### config.mk
export PLATFORM = sky130hd
export DESIGN_NAME = multicycle_alu_control
export DESIGN_NICKNAME = d
export VERILOG_FILES = /design/src/rtl/multicycle_alu_control.sv
export SDC_FILE = /design/constraint.sdc
export NUM_CORES = 1
export LEC_CHECK = 0
export BUFFER_PORTS_ARGS = -buffer_cell sky130_fd_sc_hd__buf_2
export CORE_ASPECT_RATIO = 2
export CORE_MARGIN = 5
export CORE_UTILIZATION = 45
export DETAILED_ROUTE_END_ITERATION = 6
export PLACE_DENSITY = 0.74
export SLEW_MARGIN = 0
export SYNTH_ARGS = -nofsm -noshare
export SYNTH_HDL_FRONTEND = slang
export SYNTH_SLANG_ARGS = --single-unit
### constraint.sdc
create_clock -name clk -period 1.82 [get_ports clk]
set_input_delay 0.091 -clock clk [delete_from_list [all_inputs] [get_ports clk]]
set_output_delay 0.091 -clock clk [all_outputs]
set_load 0.005 [all_outputs]
### src/rtl/multicycle_alu_control.sv
// Main control FSM of the multicycle CPU: sequences fetch/decode/execute,
// time-shares the ALU, and issues memory and register-file enables.
module multicycle_alu_control #(
  parameter int OPW  = 6,
  parameter int CNTW = 32
) (
  input  logic            clk,
  input  logic            rst_n,
  input  logic [OPW-1:0]  opcode,
  input  logic            Beq_alu,
  input  logic            mem_ready,
  output logic [3:0]      ALU_selection,
  output logic            ALUSrcA,
  output logic [1:0]      ALUSrcB,
  output logic [1:0]      PCSource,
  output logic            PCWrite,
  output logic            IRWrite,
  output logic            MemRead,
  output logic            MemWrite,
  output logic            IorD,
  output logic            RegWrite,
  output logic            RegDst,
  output logic            MemtoReg,
  output logic [3:0]      state,
  output logic            illegal,
  output logic            halted,
  output logic [CNTW-1:0] instr_count
);

  typedef enum logic [3:0] {
    S_FETCH    = 4'd0,  S_DECODE = 4'd1,  S_EXEC_R = 4'd2,  S_EXEC_I = 4'd3,
    S_ALU_WB   = 4'd4,  S_MEM_ADDR = 4'd5, S_MEM_RD = 4'd6, S_MEM_WB = 4'd7,
    S_MEM_WR   = 4'd8,  S_BRANCH = 4'd9,  S_JUMP   = 4'd10, S_HALT   = 4'd11
  } state_t;

  typedef enum logic [2:0] {
    C_R = 3'd0, C_I = 3'd1, C_MEM = 3'd2, C_BR = 3'd3, C_JMP = 3'd4, C_HALT = 3'd5, C_ILL = 3'd6
  } class_t;

  localparam logic [3:0] ALU_ADD = 4'b0010;
  localparam logic [3:0] ALU_SUB = 4'b0011;
  localparam logic [5:0] OP_LW   = 6'b100000;
  localparam logic [5:0] OP_SW   = 6'b100001;
  localparam logic [5:0] OP_BEQ  = 6'b100010;
  localparam logic [5:0] OP_BNE  = 6'b100011;
  localparam logic [5:0] OP_JMP  = 6'b100100;
  localparam logic [5:0] OP_HALT = 6'b111111;

  // True for the ALU operation codes the datapath implements.
  function automatic logic alu_code_ok(input logic [3:0] c);
    case (c)
      4'b0000, 4'b0001, 4'b0010, 4'b0011,
      4'b0100, 4'b0101, 4'b0111, 4'b1001: alu_code_ok = 1'b1;
      default:                            alu_code_ok = 1'b0;
    endcase
  endfunction

  // Maps an opcode to its instruction class; bad ALU codes are illegal.
  function automatic class_t classify(input logic [5:0] op);
    case (op[5:4])
      2'b00:   classify = alu_code_ok(op[3:0]) ? C_R : C_ILL;
      2'b01:   classify = alu_code_ok(op[3:0]) ? C_I : C_ILL;
      default: begin
        case (op)
          OP_LW, OP_SW:   classify = C_MEM;
          OP_BEQ, OP_BNE: classify = C_BR;
          OP_JMP:         classify = C_JMP;
          OP_HALT:        classify = C_HALT;
          default:        classify = C_ILL;
        endcase
      end
    endcase
  endfunction

  state_t            state_q;
  logic [5:0]        opcode_q;
  logic              illegal_q;
  logic [CNTW-1:0]   count_q;
  logic [CNTW-1:0]   count_d;
  logic              retire_s;
  logic              pc_write_s;
  logic              ir_write_s;
  logic              mem_write_s;
  logic              reg_write_s;

  // Retirement happens on the last edge of every legal, non-halting instruction.
  always_comb begin
    retire_s = 1'b0;
    case (state_q)
      S_ALU_WB, S_MEM_WB, S_BRANCH, S_JUMP: retire_s = 1'b1;
      S_MEM_WR:                             retire_s = mem_ready;
      default:                              retire_s = 1'b0;
    endcase
    if (retire_s) begin
      count_d = count_q + CNTW'(1);
    end else begin
      count_d = count_q;
    end
  end

  // Control FSM: state sequencing, opcode latch, sticky illegal flag, retire counter.
  always_ff @(posedge clk or negedge rst_n) begin
    if (!rst_n) begin
      state_q   <= S_FETCH;
      opcode_q  <= 6'd0;
      illegal_q <= 1'b0;
      count_q   <= '0;
    end else begin
      count_q <= count_d;
      case (state_q)
        S_FETCH:    if (mem_ready) state_q <= S_DECODE;
        S_DECODE: begin
          opcode_q <= opcode[5:0];
          case (classify(opcode[5:0]))
            C_R:     state_q <= S_EXEC_R;
            C_I:     state_q <= S_EXEC_I;
            C_MEM:   state_q <= S_MEM_ADDR;
            C_BR:    state_q <= S_BRANCH;
            C_JMP:   state_q <= S_JUMP;
            C_HALT:  state_q <= S_HALT;
            default: begin
              state_q   <= S_FETCH;
              illegal_q <= 1'b1;
            end
          endcase
        end
        S_EXEC_R, S_EXEC_I:                   state_q <= S_ALU_WB;
        S_ALU_WB, S_MEM_WB, S_BRANCH, S_JUMP: state_q <= S_FETCH;
        S_MEM_ADDR: state_q <= (opcode_q == OP_LW) ? S_MEM_RD : S_MEM_WR;
        S_MEM_RD:   if (mem_ready) state_q <= S_MEM_WB;
        S_MEM_WR:   if (mem_ready) state_q <= S_FETCH;
        S_HALT:     state_q <= S_HALT;
        default:    state_q <= S_FETCH;
      endcase
    end
  end

  // Per-state datapath controls; write enables are additionally gated by reset.
  always_comb begin
    ALU_selection = ALU_ADD;
    ALUSrcA       = 1'b0;
    ALUSrcB       = 2'b00;
    PCSource      = 2'b00;
    MemRead       = 1'b0;
    IorD          = 1'b0;
    RegDst        = 1'b0;
    MemtoReg      = 1'b0;
    pc_write_s    = 1'b0;
    ir_write_s    = 1'b0;
    mem_write_s   = 1'b0;
    reg_write_s   = 1'b0;
    case (state_q)
      S_FETCH: begin
        MemRead    = 1'b1;
        ALUSrcB    = 2'b01;
        ir_write_s = mem_ready;
        pc_write_s = mem_ready;
      end
      S_DECODE:   ALUSrcB = 2'b10;
      S_EXEC_R: begin
        ALUSrcA       = 1'b1;
        ALU_selection = opcode_q[3:0];
        RegDst        = 1'b1;
      end
      S_EXEC_I: begin
        ALUSrcA       = 1'b1;
        ALUSrcB       = 2'b10;
        ALU_selection = opcode_q[3:0];
      end
      S_ALU_WB: begin
        reg_write_s = 1'b1;
        RegDst      = ~opcode_q[4];
      end
      S_MEM_ADDR: begin
        ALUSrcA = 1'b1;
        ALUSrcB = 2'b10;
      end
      S_MEM_RD: begin
        MemRead = 1'b1;
        IorD    = 1'b1;
      end
      S_MEM_WB: begin
        reg_write_s = 1'b1;
        MemtoReg    = 1'b1;
      end
      S_MEM_WR: begin
        mem_write_s = 1'b1;
        IorD        = 1'b1;
      end
      S_BRANCH: begin
        ALUSrcA       = 1'b1;
        ALU_selection = ALU_SUB;
        PCSource      = 2'b01;
        pc_write_s    = (opcode_q == OP_BEQ) ? Beq_alu : ~Beq_alu;
      end
      S_JUMP: begin
        PCSource   = 2'b10;
        pc_write_s = 1'b1;
      end
      default: begin
        ALU_selection = ALU_ADD;
      end
    endcase
    PCWrite  = pc_write_s & rst_n;
    IRWrite  = ir_write_s & rst_n;
    MemWrite = mem_write_s & rst_n;
    RegWrite = reg_write_s & rst_n;
  end

  assign state       = state_q;
  assign illegal     = illegal_q;
  assign halted      = (state_q == S_HALT);
  assign instr_count = count_q;

endmodule

==> results.toml, run 1 <==
[status]
outcome = "completed"

[final_layout]
drive_gt1_share_pct = 37.1
area_growth_pct = 30.3
num-fill-cells = 477
diodes = 0
nets = 352
fin_util_pct = 60.1

[floorplanning]
coreArea_um2 = 5140
ios = 65
die_h_um = 113
die_w_um = 61.3
dieArea_um2 = 6910
initial_core_util_pct = 46.2
fp-row-count = 37

[grt]
overflow = 0
antenna_found_initial = 0
grt_pass1_wl_um = 9710
grt_max_degree = 37
grt_usage_pct = 18.3
grt_pass1_vias = 2167

[critical_path]
cp-end-kind = "flop"
critPathKind = "flop to flop"
critPathLaunchType = "flop"
cp_max_fo = 10
r2r_slack_ps = 30
crit_arrival_ps = 2020
cp.required_ps = 2040

[sta]
hold_viol = 0
finalCritPeriodShare_pct = 98.6
setup_violations = 0
rsz0062_at_grt = "yes"
slew_headroom_pct = 69.9
clock.fmax_ghz = 0.557
finClkSkew_ps = 9.27
drv_slew = 0
setup_ws_ps = 25.7
min_period_ps = 1790
worstMarginPinSlew_ps = 452

[synthesis]
synthesis.nets = 259
yosysWarnings = 0
synth-seq-cells = 43
avgSynthCellArea_um2 = 9.57
synthFlopType = "dfrtp_1"
ys_seq_area_share_pct = 45.4
synth_edf_count = 0
synth_async_sr_flop_share_pct = 100
ys_types = 47
synth_area_um2 = 2370
syn_inst = 248

[drt]
vias = 2157
drtPass1Iterations = 4
wl_per_cell_um = 14.9
drtIter0Drc = 112
drc_errors = 0
via_per_inst = 5.39
drt-total-wl_um = 5980
drtAntennaViolNets = 0

[clock_tree]
cts_max_level = 2
path_clk_slew_ps = 90
clock-sinks = 43
cts_root_buf = "clkbuf_8"
cts.path.max_buffers = 2
cts_buffers = 5
clk_latency_ps = 290
cts_tree = "yes"

[pwr]
power_leakage_nw = 1.42
p_per_area_nw_per_um2 = 1020
ir_worst_vdd_mv = 0.698
power_w = 0.00316

[job]
maxCapViolations = 0

[place]
io_buffers = 64
dpl.hpwl_um = 4640
place_ws_ps = -12.5
routabilityCongestion = 0.849

[min_path]
min_path_type = "input port to flop"
state kept, by name (all words and copies together), names as in the netlist:
register,flops
illegal,1
instr_count,32
opcode_q,6
state,4
kinds of logic after synthesis:
group,count (synthesis),share of synthesized area (%)
buf+inv,18,3.38
flops,43,45.4
xor+xnor,34,12.6
compound gates,29,8.49
simple gates,116,26.4
mux,7,3.32
fa+ha+maj,1,0.527
where the power goes:
part / internal (W) / leakage, nW / switching (W)
Combinational: 0.000663 / 0.864 / 0.000619
Clock: 0.000268 / 0.0412 / 0.000322
Sequential: 0.00111 / 0.519 / 0.000178
cells in the mapped netlist, drive strengths merged, types with 3 or more instances:
cell type	instances	area (um2)
xor2	17	149
o21ai	4	20.0
nand2b	4	25.0
a21oi	9	45.0
inv	9	33.8
dfrtp	43	1080
clkbuf	5	18.8
and2	3	18.8
nand2	30	113
xnor2	17	149
buf	4	27.5
nor4	6	58.8
nor3	10	60.1
nand4	11	75.1
nor2b	3	18.8
mux2	7	78.8
nand3	11	55.1
and3	6	37.5
and4	4	35.0
a211oi	3	27.5
nor2	22	82.6
worst paths after layout:
path | to | cells past startpoint | from
worst max-delay path | instr_count[25] | 5 | instr_count[5]
worst min-delay path | opcode_q[0] | 2 | opcode[0]
worst max register to register | instr_count[25] | 5 | instr_count[5]
worst min register to register | instr_count[31] | 1 | instr_count[31]
max in group asynchronous | instr_count[3] | 3 | rst_n
min in group asynchronous | state[2] | 2 | rst_n
timing repair:
action                                 4_1_cts  5_1_grt
gates resized for setup                      2        9
hold buffers                                 1        0
buffers inserted                             0        4
pin swaps                                    0        2
endpoints found under the hold margin        7        0
setup endpoints to repair                    3       16
worst max-delay path, cell delays in order, from the launching register on:
cell and delay [ps]:
dfrtp_1 370, nand4_2 120, or3_4 410, a211o_2 400
nor4_4 250, xor2_1 170
area by class of cell:
| type | instances | area (um2) | share of cell area [%] |
|---|---|---|---|
| Clock buffer | 6 | 72.6 | 2.35 |
| Clock inverter | 2 | 12.5 | 0.405 |
| Inverter | 9 | 33.8 | 1.09 |
| Multi-Input combinational cell | 187 | 1260 | 40.9 |
| Sequential cell | 43 | 1080 | 34.9 |
| Tap cell | 58 | 72.6 | 2.35 |
| Timing Repair Buffer | 95 | 559 | 18.1 |
layout by cell type (no fill, tap or decap), drive strengths merged, types with 2 or more instances in the layout:
cell type,count
a211oi,3
a21oi,9
a41oi,2
and2,3
and3,6
and4,4
buf,94
clkbuf,6
dfrtp,43
inv,9
mux2,7
nand2,30
nand2b,4
nand3,11
nand3b,2
nand4,11
nor2,22
nor2b,3
nor3,10
nor4,6
o21ai,4
or3,2
xnor2,17
xor2,17
per-stage QoR:
step	area, um2	hold WS [ps]	setup TNS (ps)	std cells
after global placement	2910	-27.8	0	387
after floorplan	2370	-205	0	248
after global routing	3090	79.3	-186	400
after CTS	3020	65.2	0	396
final	3090	71.7	0	400
after detailed placement	2910	-28.4	-15.5	387
routing by layer:
metal  wire length, um  share of wire [%]  global-route usage [%]
met3               253                4.2                    3.11
met4               112                1.9                    6.66
met1              2130                 36                    18.5
met2              3490                 58                    34.7
met5                 0                  0                       0
No activity file was read; power rests on OpenSTA's default activity.
==> inputs of run 2 (changes only) <==
- MAX_ROUTING_LAYER: unset -> met4
- SLEW_MARGIN: 0 -> 20
- TNS_END_PERCENT: unset -> 5
==> run 2 against run 1 <==
Register-to-register slack barely moved. Critical path type unchanged. Cell count did not move. Largest cell class unchanged. Via count fell by 0.56%. Largest power group unchanged. Global-route usage rose by 0.50 points. Combinational power barely moved. Highest routed layer unchanged. Total power barely moved.
==> results.toml, run 2 (same netlist as run 1, synthesis figures left out) <==
[status]
outcome = "completed"

[final_layout]
final_cell_mix = "buf_2, dfrtp_1, nand2_1"
multi_input_area_um2 = 1250
nets = 352
fin_cells = 400
regArea_um2 = 1080
area_growth_pct = 29.6
largest_reg_flops = 32
diodes = 0
drive_gt1_share_pct = 36.0
num-fill-cells = 481
final_common_cell = "buf_2"

[critical_path]
crit_chain = "nand4_2, or3_4, a211o_2, nor4_4, xor2_1"
cp_max_fo = 10
slowest_stage = "or3_4"
critPathKind = "flop to flop"
cp-end-kind = "flop"
crit_buf_inv = 0
cp_top_family = "simple AND/OR/NAND/NOR gates"
critPathLaunchType = "flop"
slowest_delay_ps = 410
cp.required_ps = 2040
crit_arrival_ps = 2000

[drt]
drtPass1Iterations = 4
drc_errors = 0
routedLengthMet1_um = 2140
top_layer = "met4"
wl_met2_um = 3420
drtAntennaViolNets = 0
vias = 2145
wl_per_cell_um = 14.8
wl_met3_um = 230
drtIter0Drc = 103
via_per_inst = 5.36
drt-total-wl_um = 5920

[pwr]
ir_worst_vdd_mv = 0.698
power_leakage_nw = 1.43
power_w = 0.00315
p_per_area_nw_per_um2 = 1030

[grt]
antenna_found_initial = 0
grt_pass1_vias = 2161
grt_pass1_wl_um = 9720
overflow = 0
grt_max_degree = 37
grt_usage_pct = 18.8

[min_path]
min_path_type = "input port to flop"

[sta]
hold_viol = 0
worstMarginPinSlew_ps = 454
slew_headroom_pct = 69.7
min_period_ps = 1780
fin_setup_tns_ps = 0
drv_slew = 0
clock.fmax_ghz = 0.561
finClkSkew_ps = 9.94
rsz0062_at_grt = "yes"
finalCritPeriodShare_pct = 97.9
setup_violations = 0

[floorplanning]
die_h_um = 113
coreArea_um2 = 5140
ios = 65
die_w_um = 61.3
initial_core_util_pct = 46.2
dieArea_um2 = 6910
fp-row-count = 37

[clock_tree]
path_clk_slew_ps = 90
clock-sinks = 43
cts_buffers = 5
clk_latency_ps = 290
cts_tree = "yes"
cts_root_buf = "clkbuf_8"
cts_max_level = 2
cts.path.max_buffers = 2

[place]
io_buffers = 64
dpl.hpwl_um = 4640
routabilityCongestion = 0.863
dp_cells = 387

[job]
maxCapViolations = 0
[run 2: cell counts in the layout (fill, tap and decap cells not counted)]
Identical to the previous run, type by type.
[run 2: layer usage]
layer  vias to the layer above  track usage, %
met2                        44            34.5
met3                        10            2.65
met5                         -               -
li1                       1055               -
met1                      1036            19.0
met4                         0            6.66
[run 2: path summary, 6_finish.rpt]
kind / start / to / slack [ps] / depth (start not counted)
worst max-delay path: instr_count[5] / instr_count[25] / 40 / 5
worst min-delay path: opcode[0] / opcode_q[0] / 70 / 2
worst max register to register: instr_count[5] / instr_count[25] / 40 / 5
max in group asynchronous: rst_n / instr_count[3] / 900 / 3
min in group asynchronous: rst_n / state[2] / 190 / 2
worst min register to register: instr_count[31] / instr_count[31] / 470 / 1
[run 2: power breakdown]
part	switching (W)	internal [W]	total (W)
clock	0.000324	0.000268	0.000592
combinational	0.000619	0.000662	0.00128
sequential	0.000177	0.00110	0.00128
total	0.00112	0.00203	0.00315
[run 2: final cells by class]
cell class,count,area share [%]
timing repair buffer,95,18.2
sequential,43,35.0
clock buffer,6,2.36
inverter,9,1.10
tap,58,2.36
clock inverter,2,0.407
multi-input combinational,187,40.6
[run 2: worst register-to-register path, cell delays in order, from the launching register on]
cell and delay (ps):
dfrtp_1 370, nand4_2 120, or3_4 410, a211o_2 400, nor4_4 250, xor2_1 170
[run 2: timing repair]
action                                  in CTS  in global routing
gates resized for setup                      2                  5
pin swaps                                    0                  1
hold buffers                                 1                  0
gates cloned                                 0                  0
endpoints found under the setup margin       3                 16
endpoints found under the hold margin        7                  0
buffers inserted                             0                  4
[run 2: per-stage QoR]
| step | hold slack (ps) | util (%) | worst slack, ps | cell area (um2) |
|---|---|---|---|---|
| global route | 79.3 | 59.8 | -53.7 | 3070 |
| detailed placement | -28.4 | 56.7 | -12.5 | 2910 |
| global placement | -27.8 | 56.7 | 56.3 | 2910 |
| CTS | 65.2 | 58.7 | 1.67 | 3020 |
| floorplan | -205 | - | 2.23 | 2370 |
| finish | 70.7 | 59.8 | 38.4 | 3070 |
==> inputs of run 3 (changes only) <==
- CORE_UTILIZATION: 45 -> 25
- PLACE_DENSITY: 0.74 -> 0.47
==> run 3 against run 2 <==
Register-to-register slack hardly changed. Global-route usage is 6.2 points lower. Count of clock-buffer cells in the layout stayed put. Critical endpoint unchanged. Worst hold slack better by 25 ps.
==> results.toml, run 3 (same netlist as run 1, synthesis figures left out) <==
[status]
outcome = "completed"

[drt]
via_per_inst = 4.88
drtAntennaViolNets = 0
drt-total-wl_um = 6960
wl_per_cell_um = 15.7
drtIter0Drc = 57
vias = 2161
drc_errors = 0
drtPass1Iterations = 4

[grt]
grt_usage_pct = 12.6
grt_max_degree = 38
antenna_found_initial = 0
overflow = 0
grt_pass1_vias = 2253
grt_pass1_wl_um = 11200

[final_layout]
drive_gt1_share_pct = 36.9
multi_input_area_um2 = 1260
num-fill-cells = 989
final_common_cell = "buf_2"
regArea_um2 = 1080
diodes = 0
area_growth_pct = 34.0
final_cell_mix = "buf_2, dfrtp_1, nand2_1"
nets = 351
largest_reg_flops = 32
fin_cells = 443
fin_util_pct = 34.1

[clock_tree]
cts_buffers = 5
clock-sinks = 43
cts_tree = "yes"
path_clk_slew_ps = 60
clk_latency_ps = 280
cts_root_buf = "clkbuf_16"
cts.path.max_buffers = 2
cts_max_level = 2

[place]
dp_cells = 434
dpl.hpwl_um = 5410
routabilityCongestion = 0.814
io_buffers = 64

[min_path]
min_path_type = "input port to flop"

[sta]
finalCritPeriodShare_pct = 97.9
worstMarginPinSlew_ps = 486
min_period_ps = 1780
slew_headroom_pct = 67.6
finClkSkew_ps = 2.70
rsz0062_at_grt = "yes"
setup_violations = 0
fin_setup_tns_ps = 0
drv_slew = 0
clock.fmax_ghz = 0.561
hold_viol = 0

[floorplanning]
die_w_um = 78.9
die_h_um = 148
fp-row-count = 50
coreArea_um2 = 9320
ios = 65
dieArea_um2 = 11700
initial_core_util_pct = 25.4

[critical_path]
crit_chain = "nand4_2, or3_4, a211o_2, nor4_4, xor2_1"
critPathKind = "flop to flop"
slowest_stage = "a211o_2"
crit_arrival_ps = 1990
slowest_delay_ps = 410
r2r_slack_ps = 40
cp_max_fo = 10
cp-end-kind = "flop"
critPathLaunchType = "flop"
cp.required_ps = 2030

[pwr]
power_w = 0.00338
power_leakage_nw = 1.44
ir_worst_vdd_mv = 0.590
p_per_area_nw_per_um2 = 1060

[job]
maxCapViolations = 0
run 3: changes by cell type in the layout (fill, tap and decap cells not counted), moves of 2 or more:
cell	change
nor3_2	+2
nor3_1	-2
clkbuf_16	+5
clkbuf_8	-5
run 3: cell type report:
cell class,instances,share of cell area [%]
tap,104,4.09
timing repair buffer,94,17.2
inverter,9,1.06
sequential,43,33.9
clock buffer,6,4.06
multi-input combinational,187,39.7
run 3: power by group:
part | internal, W | switching, W
registers | 0.00111 | 0.000169
logic | 0.000620 | 0.000641
clock network | 0.000494 | 0.000348
run 3: path summary, 6_finish.rpt:
path | start | endpoint | cells after the start
setup / recovery | instr_count[7] | instr_count[25] | 5
hold / removal | opcode[0] | opcode_q[0] | 2
setup reg to reg | instr_count[7] | instr_count[25] | 5
hold reg to reg | instr_count[31] | instr_count[31] | 1
max in group asynchronous | rst_n | instr_count[1] | 3
min in group asynchronous | rst_n | state[3] | 2
run 3: metal layers:
layer,share of wire [%],global-route usage [%],up-vias,wire length (um)
li1,-,-,1046,-
met1,37,12.7,1052,2610
met2,56,23.4,53,3920
met3,3.7,2.20,10,255
met4,2.4,5.08,0,170
met5,0,-,-,0
run 3: per-stage QoR:
stage          setup slack (ps)  area [um2]  hold slack [ps]
2_1_floorplan              2.23        2370             -205
3_3_place_gp               29.8        2980            -14.6
3_5_place_dp              -52.5        2980            -16.3
4_1_cts                    5.87        3130             89.2
5_1_grt                   -96.9        3180              101
6_report                   38.6        3180             95.3
run 3: critical path: cells and delay by family, from the launching register on:
kind / cells / cell delay, ps
AOI/OAI and AO/OA: 1 / 410
xor gates and xnor gates: 1 / 160
DFF: 1 / 370
and+or+nand+nor: 3 / 770
run 3: timing repair:
item	CTS	global route
hold buffers	1	0
buffers inserted	0	2
pin swaps	1	4
endpoints found under the setup margin	5	23
cloned	0	0
endpoints found under the hold margin	6	0
resized for setup	2	9
